### config.mk
export PLATFORM = sky130hd
export DESIGN_NAME = fifo_frame_reader
export DESIGN_NICKNAME = d
export VERILOG_FILES = /design/src/rtl/fifo_stream_pkg.sv /design/src/rtl/stream_skid_buf.sv /design/src/rtl/fifo_frame_reader.sv
export SDC_FILE = /design/constraint.sdc
export NUM_CORES = 1
export LEC_CHECK = 0
export ABC_CLOCK_PERIOD_IN_PS = 6900
export CAP_MARGIN = 5
export CORE_ASPECT_RATIO = 1.1
export CORE_MARGIN = 2
export CORE_UTILIZATION = 45
export DETAILED_ROUTE_END_ITERATION = 12
export HOLD_SLACK_MARGIN = 0.12
export PLACE_DENSITY = 0.7
export SYNTH_ARGS = -nofsm -noshare
export SYNTH_HDL_FRONTEND = slang
export SYNTH_SLANG_ARGS = --single-unit
### constraint.sdc
create_clock -name rd_clk -period 6.9 [get_ports rd_clk]
set_input_delay 0.69 -clock rd_clk [delete_from_list [all_inputs] [get_ports rd_clk]]
set_output_delay 0.69 -clock rd_clk [all_outputs]
set_load 0.01 [all_outputs]
### src/rtl/fifo_stream_pkg.sv
// Shared types for the FIFO-to-stream read path: FSM states, the default
// sample width and the beat layout used by the frame reader.
package fifo_stream_pkg;

    localparam int DEF_DATA_WIDTH = 16;
    localparam int DEF_FRAME_LEN  = 64;
    localparam int DEF_IDX_W      = $clog2(DEF_FRAME_LEN);

    typedef enum logic [1:0] {
        IDLE   = 2'd0,
        RUN    = 2'd1,
        FINISH = 2'd2
    } state_e;

    // Beat layout at the default configuration; the reader builds the same
    // shape with its own parameter widths.
    typedef struct packed {
        logic [DEF_DATA_WIDTH-1:0] data;
        logic                      last;
        logic [DEF_IDX_W-1:0]      index;
    } sample_beat_t;

endpackage

### src/rtl/stream_skid_buf.sv
// Two-entry circular buffer that absorbs downstream backpressure; the head
// entry is presented directly from storage.
module stream_skid_buf #(
    parameter int W = 8
) (
    input  logic         i_clk,
    input  logic         i_rst,
    input  logic         i_push,
    input  logic         i_pop,
    input  logic [W-1:0] i_din,
    output logic [W-1:0] o_dout,
    output logic [1:0]   o_occ
);

    logic [W-1:0] r_mem [2];
    logic         r_wptr;
    logic         r_rptr;
    logic [1:0]   r_occ;

    always_ff @(posedge i_clk) begin
        if (i_rst) begin
            r_wptr <= 1'b0;
            r_rptr <= 1'b0;
            r_occ  <= 2'd0;
        end else begin
            if (i_push) r_wptr <= ~r_wptr;
            if (i_pop)  r_rptr <= ~r_rptr;
            case ({i_push, i_pop})
                2'b10:   r_occ <= r_occ + 2'd1;
                2'b01:   r_occ <= r_occ - 2'd1;
                default: r_occ <= r_occ;
            endcase
        end
    end

    // Storage carries no reset; occupancy alone decides what is valid.
    always_ff @(posedge i_clk) begin
        if (i_push) r_mem[r_wptr] <= i_din;
    end

    assign o_dout = r_mem[r_rptr];
    assign o_occ  = r_occ;

endmodule

### src/rtl/fifo_frame_reader.sv
// Drains the async FIFO read port and re-emits samples as FRAME_LEN-sample
// frames on a valid/ready stream tagged with index, last and a frame count.
module fifo_frame_reader
    import fifo_stream_pkg::*;
#(
    parameter  int DATA_WIDTH = DEF_DATA_WIDTH,
    parameter  int FRAME_LEN  = 64,
    parameter  int FCNT_W     = 16,
    localparam int IDX_W      = $clog2(FRAME_LEN)
) (
    input  logic                  rd_clk,
    input  logic                  rd_rst,
    input  logic                  enable,
    output logic                  fifo_rd_en,
    input  logic                  fifo_empty,
    input  logic [DATA_WIDTH-1:0] fifo_rd_data,
    output logic [DATA_WIDTH-1:0] m_data,
    output logic                  m_valid,
    input  logic                  m_ready,
    output logic                  m_last,
    output logic [IDX_W-1:0]      m_index,
    output logic [FCNT_W-1:0]     frame_count,
    output logic                  busy
);

    typedef struct packed {
        logic [DATA_WIDTH-1:0] data;
        logic                  last;
        logic [IDX_W-1:0]      index;
    } beat_t;

    localparam logic [IDX_W-1:0] LAST_IDX = IDX_W'(FRAME_LEN - 1);

    state_e              r_state;
    state_e              w_next;
    logic                r_inflight;
    logic [IDX_W-1:0]    r_rd_idx;
    logic [IDX_W-1:0]    r_infl_idx;
    logic [FCNT_W-1:0]   r_frame_count;
    logic [1:0]          w_occ;
    logic                w_pop;
    logic                w_slot_free;
    logic                w_reads_left;
    beat_t               w_in;
    beat_t               w_head;

    assign w_pop = (w_occ != 2'd0) && m_ready;

    // A pop in this cycle frees a slot for the read issued now, which is what
    // lets a 2-entry buffer sustain one sample per cycle.
    assign w_slot_free = (3'(w_occ) + 3'(r_inflight)) <= (3'(w_pop) + 3'd1);

    // Mid-frame reads always continue; a new frame starts only while enabled.
    assign w_reads_left = (r_rd_idx != '0) || ((r_state == RUN) && enable);

    assign fifo_rd_en = ((r_state == RUN) || (r_state == FINISH)) && !fifo_empty
                        && w_slot_free && w_reads_left;

    always_comb begin
        w_next = r_state;
        case (r_state)
            IDLE:    if (enable) w_next = RUN;
            RUN:     if (!enable) w_next = (r_rd_idx != '0) ? FINISH : IDLE;
            FINISH: begin
                if (enable)                               w_next = RUN;
                else if ((r_rd_idx == '0) && !r_inflight) w_next = IDLE;
            end
            default: w_next = IDLE;
        endcase
    end

    always_ff @(posedge rd_clk) begin
        if (rd_rst) begin
            r_state       <= IDLE;
            r_inflight    <= 1'b0;
            r_rd_idx      <= '0;
            r_frame_count <= '0;
        end else begin
            r_state    <= w_next;
            r_inflight <= fifo_rd_en;
            if (fifo_rd_en)
                r_rd_idx <= (r_rd_idx == LAST_IDX) ? '0 : r_rd_idx + IDX_W'(1);
            if (w_pop && w_head.last)
                r_frame_count <= r_frame_count + FCNT_W'(1);
        end
    end

    // Index of the read in flight; paired with fifo_rd_data one cycle later.
    always_ff @(posedge rd_clk) begin
        if (fifo_rd_en) r_infl_idx <= r_rd_idx;
    end

    always_comb begin
        w_in       = '0;
        w_in.data  = fifo_rd_data;
        w_in.last  = (r_infl_idx == LAST_IDX);
        w_in.index = r_infl_idx;
    end

    stream_skid_buf #(
        .W ($bits(beat_t))
    ) u_buf (
        .i_clk  (rd_clk),
        .i_rst  (rd_rst),
        .i_push (r_inflight),
        .i_pop  (w_pop),
        .i_din  (w_in),
        .o_dout (w_head),
        .o_occ  (w_occ)
    );

    // Outputs read zero whenever the buffer is empty.
    assign m_valid     = (w_occ != 2'd0);
    assign m_data      = m_valid ? w_head.data  : '0;
    assign m_last      = m_valid ? w_head.last  : 1'b0;
    assign m_index     = m_valid ? w_head.index : '0;
    assign frame_count = r_frame_count;
    assign busy        = (r_state != IDLE) || m_valid;

endmodule

==> impl_metrics.env, run 1 <==
export IMPL_drtIter0Drc=81
export IMPL_ant_nets=0
export IMPL_skew_ns=0.00956
export IMPL_slew_violations=0
export IMPL_nNetsFinal=393
export IMPL_gp_congestion=0.815
export IMPL_fin_crit_ns=4.19
export IMPL_ys_top_cells_by_count="edfxtp_1, nor2_1, dfxtp_1, mux2i_1"
export IMPL_power_uw=973
export IMPL_ys_ff_latch=82
export IMPL_worstSkewPairLatency_ns=0.35
export IMPL_synth_cells=295
export IMPL_synth_top_area_share_pct=44.7
export IMPL_yosys_area_top_type="edfxtp_1"
export IMPL_grt_pass1_vias=2416
export IMPL_post_route_period_util_pct=60.8
export IMPL_worst_path_buf_inv=4
export IMPL_diodes=0
export IMPL_hold_class="flip-flop to flip-flop"
export IMPL_yosys_warnings=0
export IMPL_cts_setup_buffers=0
export IMPL_wl_met2_um=3250
export IMPL_yosys_top_cells_area="edfxtp_1, dfxtp_1, mux2i_1"
export IMPL_cts_num_sinks=82
export IMPL_top_layer_used="met4"
export IMPL_grt_overflow_total=0
export IMPL_dr_wl_met3_um=257
export IMPL_max_cap_viol_count=0
export IMPL_worst_pin_slew_ns=1.13
export IMPL_htree_levels=3
export IMPL_detailed_place_hpwl_um=4350
export IMPL_seqCellArea_mm2=0.00216
export IMPL_post_cts_resized=0
export IMPL_initial_core_util_pct=46.5
export IMPL_dr_pass1_iters=4
export IMPL_run_status="complete, no violations"
export IMPL_crit_chain="clkdlybuf4s50_1 -> o21ai_0 -> buf_4 -> inv_1 -> fa_1 -> nor2_1 -> a21oi_1 -> nor2_1 -> clkdlybuf4s50_1"
export IMPL_place_ws_ns=2.69
export IMPL_cp_data_required_time_ns=6.21
export IMPL_cp_slowest_cell="clkdlybuf4s50_1"
export IMPL_coreArea_mm2=0.00751
export IMPL_cts_tree="done"
export IMPL_synth_area_per_cell_um2=11.8
export IMPL_syn_nets=327
export IMPL_cts_root_buffer_cell="clkbuf_8"
export IMPL_power_switching_uw=190
export IMPL_ir_worst_vdd_v=0.000106
export IMPL_fin_setup_tns_ns=0
export IMPL_ios=63
export IMPL_critPathLaunchType="primary input"
export IMPL_synth_edf_count=52
export IMPL_port_buffers=62
export IMPL_die_x_um=88.0
export IMPL_crit_path_end_kind="output port"
export IMPL_rsz0062_at_grt="false"
export IMPL_finalWorstSetupSlack_ns=2.71
export IMPL_grt_pass1_wl_um=10600
export IMPL_path_class="primary input to output port"
export IMPL_arrival_ns=3.50
export IMPL_viasPerCell=5.18
export IMPL_num_fill_cells=650
export IMPL_layout_drive_gt1_share_pct=6.58
export IMPL_cts_inserted_buffers=9
export IMPL_netlist_cell_type_count=37
export IMPL_postPlaceCellArea_mm2=0.00423
export IMPL_combPwrFrac_pct=4.2
export IMPL_wl_met1_um=2850
export IMPL_ys_seq_area_share_pct=61.9
export IMPL_ys_flop_type="edfxtp_1"
export IMPL_timing_hold_ws_ns=0.483
export IMPL_yosysMostFrequentCell="edfxtp_1"
export IMPL_wire_per_inst_um=13.8
export IMPL_pwr_share_seq_pct=53.8
export IMPL_worst_path_dominant_cell_family="buffers and inverters"
export IMPL_switching_share_pct=19.5
export IMPL_multiInputGateArea_mm2=0.00122
export IMPL_clkTransAtPathRegs_ns=0.08
export IMPL_p_clk_share_pct=42.0
export IMPL_grt_max_degree=32
export IMPL_placement_rows=33
export IMPL_dr_total_vias=2435
export IMPL_cp_max_fo=13
export IMPL_relSlewSlack_pct=24.5
export IMPL_antenna_found_initial=0
export IMPL_p_leak_nw=1.42
export IMPL_stdcell_area_mm2=0.00446
export IMPL_powerDensity_mw_per_mm2=218
export IMPL_routed_wl_um=6490
export IMPL_dieArea_mm2=0.00849
export IMPL_grtUsageTotal_pct=16.4
export IMPL_hold_violations=0
export IMPL_clockBufferDepth=2
export IMPL_cpPeakStageDelay_ns=0.66
export IMPL_die_h_um=96.4
export IMPL_route_detailed_drc=0
export IMPL_cts_hold_buf=0
export IMPL_async_flop_share_pct=0
export IMPL_finalSetupViolations=0
export IMPL_synth_area_mm2=0.00349
export IMPL_syn_to_final_growth_pct=27.7
export IMPL_max_freq_mhz=238
export IMPL_intPower_uw=783
routing by layer:
metal  vias up  track usage (%)
li1       1215                -
met1      1158             18.7
met2        51             29.1
met3        11             3.31
met4         0             8.84
met5         -                0
power by group through the flow:
stage | clock network, mW | registers [mW] | logic (mW)
after floorplan | 0 | 0.534 | 0.0183
after global placement | 0 | 0.534 | 0.0401
after detailed placement | 0 | 0.534 | 0.0410
after CTS | 0.421 | 0.523 | 0.0413
after global routing | 0.442 | 0.524 | 0.0451
final | 0.409 | 0.523 | 0.0406
worst paths after layout:
kind | start | endpoint | slack [ns] | depth (start not counted)
max | m_ready | fifo_rd_en | 2.71 | 9
min | r_infl_idx[1]$_DFFE_PP_ | u_buf.r_mem[1][1]$_DFFE_PP_ | 0.48 | 0
max reg2reg | u_buf.o_occ[0]$_SDFFE_PP0P_ | r_rd_idx[2]$_SDFFE_PP0P_ | 4.20 | 8
min reg2reg | r_infl_idx[1]$_DFFE_PP_ | u_buf.r_mem[1][1]$_DFFE_PP_ | 0.48 | 0
stage by stage:
step | util, % | instances
global placement | 56.2 | 455
CTS | 59.4 | 470
floorplan | - | 295
global route | 59.4 | 470
detailed placement | 56.2 | 455
finish | 59.4 | 470
cells in the final DEF (no fill, tap or decap), types with 10 or more instances in the layout:
| master | n |
|---|---|
| inv_1 | 17 |
| ha_1 | 10 |
| xnor2_1 | 10 |
| mux2i_1 | 22 |
| clkdlybuf4s50_1 | 62 |
| nand2_1 | 13 |
| nor2_1 | 41 |
| o21ai_0 | 11 |
| edfxtp_1 | 52 |
| a21oi_1 | 17 |
| dfxtp_1 | 30 |
logic make-up after synthesis:
family                     share of synthesized area [%]
DFF                                                 61.9
adders and majority gates                           4.15
AOI/OAI and AO/OA                                   8.59
and+or+nand+nor                                     12.7
xor gates and xnor gates                            2.76
muxes                                               6.70
buffers and inverters                               3.22
area by class of cell:
| class | instances | area share (%) |
|---|---|---|
| sequential | 82 | 48.4 |
| clock inverter | 6 | 2.58 |
| multi-input combinational | 186 | 27.4 |
| timing repair buffer | 65 | 14.4 |
| inverter | 17 | 1.43 |
| clock buffer | 9 | 2.77 |
| tap | 105 | 2.94 |
state kept, by name, indices dropped and copies added (netlist names), named ones only:
signal        count
u_buf.r_mem      46
u_buf.o_occ       2
r_rd_idx          6
u_buf.r_rptr      1
frame_count      16
r_state           2
r_infl_idx        6
r_inflight        1
u_buf.r_wptr      1
worst register-to-register path, cell delays in order (launching register included):
cell and delay (ns):
dfxtp_1 0.38, o21ai_0 0.18, buf_4 0.22, inv_1 0.08, fa_1 0.47, o31a_1 0.27, a21oi_1 0.40, nor2_1 0.29
a31o_2 0.30
Note: power is estimated with default switching activity, not from simulation.
==> run 2, diff against run 1 <==
--- a/config.mk
+++ b/config.mk
@@ -5,7 +5,7 @@
 export SDC_FILE = /design/constraint.sdc
 export NUM_CORES = 1
 export LEC_CHECK = 0
-export ABC_CLOCK_PERIOD_IN_PS = 6900
+export ABC_CLOCK_PERIOD_IN_PS = 4400
 export CAP_MARGIN = 5
 export CORE_ASPECT_RATIO = 1.1
 export CORE_MARGIN = 2
==> constraint.sdc (replaced) <==
create_clock -name rd_clk -period 4.4 [get_ports rd_clk]
set_input_delay 0.44 -clock rd_clk [delete_from_list [all_inputs] [get_ports rd_clk]]
set_output_delay 0.44 -clock rd_clk [all_outputs]
set_load 0.01 [all_outputs]
==> run 2 against run 1 <==
Final area is 0.87% lower. Combinational power grew 57%. Final cell count is 0.21% higher. Register-to-register slack got worse by 2.5 ns. Die area is the same. Sequential cell count did not move. Critical path type unchanged.
==> impl_metrics.env, run 2 (synthesis results as in run 1) <==
export IMPL_run_status="complete, no violations"
export IMPL_clkTransAtPathRegs_ns=0.09
export IMPL_antenna_found_initial=0
export IMPL_routed_wl_um=6380
export IMPL_gp_congestion=0.822
export IMPL_initial_core_util_pct=46.5
export IMPL_viasPerCell=5.23
export IMPL_coreArea_mm2=0.00751
export IMPL_post_route_period_util_pct=84.1
export IMPL_max_freq_mhz=270
export IMPL_dr_total_vias=2461
export IMPL_grt_pass1_wl_um=10400
export IMPL_layout_drive_gt1_share_pct=6.83
export IMPL_clockBufferDepth=2
export IMPL_power_mw=1.42
export IMPL_dieArea_mm2=0.00849
export IMPL_arrival_ns=3.26
export IMPL_fin_setup_tns_ns=0
export IMPL_critPathLaunchType="primary input"
export IMPL_cts_root_buffer_cell="clkbuf_8"
export IMPL_top_register="u_buf.r_mem"
export IMPL_finalSetupViolations=0
export IMPL_cp_max_fo=13
export IMPL_rsz0062_at_grt="false"
export IMPL_die_h_um=96.4
export IMPL_die_x_um=88.0
export IMPL_layout_commonest_cell="clkdlybuf4s50_1"
export IMPL_fin_cells=471
export IMPL_ant_nets=0
export IMPL_syn_to_final_growth_pct=26.6
export IMPL_grt_pass1_vias=2338
export IMPL_worstSkewPairLatency_ns=0.34
export IMPL_p_leak_nw=1.40
export IMPL_grt_overflow_total=0
export IMPL_diodes=0
export IMPL_nNetsFinal=393
export IMPL_path_class="primary input to output port"
export IMPL_grtUsageTotal_pct=15.8
export IMPL_post_cts_resized=0
export IMPL_ios=63
export IMPL_worst_pin_slew_ns=1.16
export IMPL_placement_rows=33
export IMPL_cts_num_sinks=82
export IMPL_wire_per_inst_um=13.5
export IMPL_relSlewSlack_pct=22.4
export IMPL_cp_data_required_time_ns=3.96
export IMPL_cts_hold_buf=0
export IMPL_drtIter0Drc=128
export IMPL_detailed_place_hpwl_um=4290
export IMPL_fin_crit_ns=3.70
export IMPL_hold_violations=0
export IMPL_slew_violations=0
export IMPL_grt_max_degree=32
export IMPL_ir_worst_vdd_v=0.000187
export IMPL_dp_cells=455
export IMPL_route_detailed_drc=0
export IMPL_cts_inserted_buffers=9
export IMPL_largest_reg_flops=46
export IMPL_layout_common_cells="clkdlybuf4s50_1, edfxtp_1, nor2_1, dfxtp_1, mux2i_1"
export IMPL_cts_setup_buffers=0
export IMPL_cts_tree="done"
export IMPL_dr_pass1_iters=4
export IMPL_htree_levels=3
export IMPL_powerDensity_mw_per_mm2=321
export IMPL_skew_ns=0.00937
export IMPL_max_cap_viol_count=0
export IMPL_port_buffers=62
export IMPL_hold_class="flip-flop to flip-flop"
export IMPL_crit_path_end_kind="output port"
[run 2: cell count changes in the layout (fill, tap and decap cells not counted), sizes merged]
cell      change
bufinv        -2
clkinv        +1
clkinvlp      +1
inv           +1
[run 2: power by group]
part	leakage, nW	total, mW	internal [mW]	switching (mW)
Sequential	0.710	0.820	0.817	0.00306
Combinational	0.597	0.0638	0.0334	0.0305
Clock	0.0962	0.537	0.266	0.271
Total	1.40	1.42	1.12	0.305
[run 2: through the flow]
step           cell area [µm²]  hold slack, ns  utilization, %  setup WS [ns]
2_1_floorplan             3490           0.445               -           1.62
3_3_place_gp              4230           0.456            56.2          0.783
4_1_cts                   4430           0.483            58.9          0.690
5_1_grt                   4430           0.499            58.9          0.491
3_5_place_dp              4230           0.462            56.2          0.708
6_report                  4430           0.479            58.9          0.698
[run 2: final timing paths]
kind,startpoint,to,slack [ns],depth (start not counted)
min,r_infl_idx[1]$_DFFE_PP_,u_buf.r_mem[0][1]$_DFFE_PP_,0.48,0
max,m_ready,fifo_rd_en,0.70,9
min reg2reg,r_infl_idx[1]$_DFFE_PP_,u_buf.r_mem[0][1]$_DFFE_PP_,0.48,0
max reg2reg,u_buf.o_occ[1]$_SDFFE_PP0P_,r_rd_idx[5]$_SDFFE_PP0P_,1.68,8
[run 2: critical path, cell delays in order]
cell	delay (ns)
clkdlybuf4s50_1	0.47
o21ai_0	0.08
buf_4	0.19
inv_1	0.09
fa_1	0.44
nor2_1	0.15
a21oi_1	0.18
nor2_1	0.55
clkdlybuf4s50_1	0.66
[run 2: layer usage]
metal	up-vias	global-route usage, %	wire, µm
met4	0	7.32	86
met5	-	0	0
met1	1185	19.0	2910
li1	1210	-	-
met2	57	27.2	3130
met3	9	3.23	258
[run 2: area by class of cell]
type | instances | area, µm²
Fill cell | 651 | 3090
Timing Repair Buffer | 65 | 643
Clock inverter | 7 | 76.3
Multi-Input combinational cell | 186 | 1220
Tap cell | 105 | 131
Clock buffer | 9 | 124
Inverter | 17 | 63.8
Sequential cell | 82 | 2160
==> run 3, diff against run 2 <==
--- a/config.mk
+++ b/config.mk
@@ -5,7 +5,7 @@
 export SDC_FILE = /design/constraint.sdc
 export NUM_CORES = 1
 export LEC_CHECK = 0
-export ABC_CLOCK_PERIOD_IN_PS = 4400
+export ABC_CLOCK_PERIOD_IN_PS = 3500
 export CAP_MARGIN = 5
 export CORE_ASPECT_RATIO = 1.1
 export CORE_MARGIN = 2
==> constraint.sdc (replaced) <==
create_clock -name rd_clk -period 3.5 [get_ports rd_clk]
set_input_delay 0.35 -clock rd_clk [delete_from_list [all_inputs] [get_ports rd_clk]]
set_output_delay 0.35 -clock rd_clk [all_outputs]
set_load 0.01 [all_outputs]
==> run 3 against run 2 <==
Non-clock buffer count grew 2. Routed wire length grew 3.5%. Clock skew grew 0.0016 ns. Sequential power grew 26%. Critical endpoint unchanged.
==> impl_metrics.env, run 3 (synthesis results as in run 1) <==
export IMPL_run_status="complete, no violations"
export IMPL_layout_common_cells="clkdlybuf4s50_1, edfxtp_1, nor2_1, dfxtp_1, mux2i_1"
export IMPL_fin_setup_tns_ns=0
export IMPL_dieArea_mm2=0.00849
export IMPL_critPathLaunchType="flip-flop"
export IMPL_cp_max_fo=9
export IMPL_finalWorstSetupSlack_ns=0.357
export IMPL_p_leak_nw=1.40
export IMPL_multiInputGateArea_mm2=0.00123
export IMPL_powerDensity_mw_per_mm2=389
export IMPL_path_class="flip-flop to output port"
export IMPL_layout_drive_gt1_share_pct=7.34
export IMPL_cts_setup_buffers=0
export IMPL_largest_reg_flops=46
export IMPL_ios=63
export IMPL_grt_pass1_vias=2356
export IMPL_worst_pin_slew_ns=1.09
export IMPL_worstSkewPairLatency_ns=0.34
export IMPL_cts_tree="done"
export IMPL_grt_pass1_wl_um=10600
export IMPL_port_buffers=62
export IMPL_crit_path_end_kind="output port"
export IMPL_coreArea_mm2=0.00751
export IMPL_relSlewSlack_pct=27.5
export IMPL_antenna_found_initial=0
export IMPL_grt_overflow_total=0
export IMPL_hold_violations=0
export IMPL_route_detailed_drc=0
export IMPL_skew_ns=0.0110
export IMPL_dr_total_vias=2447
export IMPL_worstSetupStartpoint="u_buf.o_occ[0]$_SDFFE_PP0P_"
export IMPL_holdCritStartpoint="r_infl_idx[2]$_DFFE_PP_"
export IMPL_diodes=0
export IMPL_die_h_um=96.4
export IMPL_finalSetupViolations=0
export IMPL_routed_wl_um=6610
export IMPL_clkTransAtPathRegs_ns=0.08
export IMPL_grt_max_degree=32
export IMPL_dr_pass1_iters=4
export IMPL_cp_slowest_cell="clkdlybuf4s50_1"
export IMPL_pwr_share_seq_pct=59.9
export IMPL_ant_nets=0
export IMPL_cts_inserted_buffers=9
export IMPL_r2r_setup_slack_ns=1.15
export IMPL_post_route_period_util_pct=89.8
export IMPL_seqCellArea_mm2=0.00216
export IMPL_wire_per_inst_um=14.0
export IMPL_die_x_um=88.0
export IMPL_num_fill_cells=635
export IMPL_viasPerCell=5.17
export IMPL_grtUsageTotal_pct=16.3
export IMPL_cts_num_sinks=82
export IMPL_initial_core_util_pct=46.5
export IMPL_combPwrFrac_pct=4.8
export IMPL_layout_commonest_cell="clkdlybuf4s50_1"
export IMPL_switching_share_pct=22.5
export IMPL_syn_to_final_growth_pct=26.5
export IMPL_placement_rows=33
export IMPL_top_register="u_buf.r_mem"
export IMPL_rsz0062_at_grt="false"
export IMPL_intPower_mw=1.33
export IMPL_r2r_start="u_buf.o_occ[0]$_SDFFE_PP0P_"
export IMPL_drtIter0Drc=90
export IMPL_max_cap_viol_count=0
export IMPL_htree_levels=3
export IMPL_place_ws_ns=0.235
export IMPL_fin_crit_ns=3.14
export IMPL_max_freq_mhz=318
export IMPL_slew_violations=0
export IMPL_hold_class="flip-flop to flip-flop"
export IMPL_p_clk_share_pct=35.3
export IMPL_cts_root_buffer_cell="clkbuf_8"
export IMPL_gp_congestion=0.799
export IMPL_crit_chain="ha_1 -> inv_1 -> fa_1 -> o31a_1 -> a21oi_1 -> nor2_2 -> clkdlybuf4s50_1"
export IMPL_power_switching_uw=387
export IMPL_arrival_ns=2.79
export IMPL_cts_hold_buf=0
export IMPL_cpPeakStageDelay_ns=0.62
export IMPL_clockBufferDepth=2
export IMPL_detailed_place_hpwl_um=4450
export IMPL_ir_worst_vdd_v=0.000213
export IMPL_cp_data_required_time_ns=3.15
export IMPL_nNetsFinal=395
==> run 3: cell types whose count changed in the layout (fill, tap and decap cells not counted) <==
cell	delta
buf_4	+2
nor2_1	-1
bufinv_16	-1
clkbuf_1	+1
nor2_2	+1
clkinv_2	-1
clkinvlp_4	+1
==> run 3: timing repair <==
item | 4_1_cts | 5_1_grt
setup endpoints to repair | 0 | 1
hold endpoints to repair | 0 | 0
resized for setup | 0 | 1
==> run 3: path summary, 6_finish.rpt <==
check                                      to  cells after the start
hold / removal    u_buf.r_mem[1][2]$_DFFE_PP_                      0
hold reg to reg   u_buf.r_mem[1][2]$_DFFE_PP_                      0
setup / recovery                   fifo_rd_en                      7
setup reg to reg     r_rd_idx[3]$_SDFFE_PP0P_                      8
==> run 3: stage by stage <==
| stage | cell area, µm² | cells | util [%] | hold WS (ns) | power (mW) |
|---|---|---|---|---|---|
| after floorplan | 3490 | 295 | - | 0.445 | 1.09 |
| after global placement | 4240 | 457 | 56.4 | 0.454 | 1.13 |
| after detailed placement | 4240 | 457 | 56.4 | 0.465 | 1.14 |
| after CTS | 4420 | 473 | 58.8 | 0.482 | 1.74 |
| after global routing | 4420 | 473 | 58.8 | 0.501 | 1.79 |
| final | 4420 | 473 | 58.8 | 0.482 | 1.72 |
==> run 3: layout make-up <==
type	count	area share, %
Sequential cell	82	48.9
Multi-Input combinational cell	186	27.8
Timing Repair Buffer	67	14.9
Tap cell	105	2.97
Clock buffer	10	2.89
Inverter	17	1.44
Clock inverter	6	1.10
==> run 3: power by group through the flow <==
stage                     sequential [mW]  combinational [mW]  clock (mW)
final                                1.03              0.0822       0.608
after global routing                 1.03              0.0903       0.667
after CTS                            1.03              0.0831       0.630
after detailed placement             1.05              0.0827           0
after global placement               1.05              0.0808           0
after floorplan                      1.05              0.0360           0
==> run 3: per-layer routing <==
metal  GRT usage (%)  part of all wire [%]
met5               0                     0
met4            7.32                   1.1
met3            4.33                   4.6
met2            27.8                    50
met1            19.4                    44
==> run 3: worst max-delay path, delay by kind of cell (launching register included) <==
kind / cells / cell delay, ns
compound gates: 2 / 0.22
fa+ha+maj: 2 / 0.73
buf+inv: 2 / 0.68
flops: 1 / 0.47
simple gates: 1 / 0.36
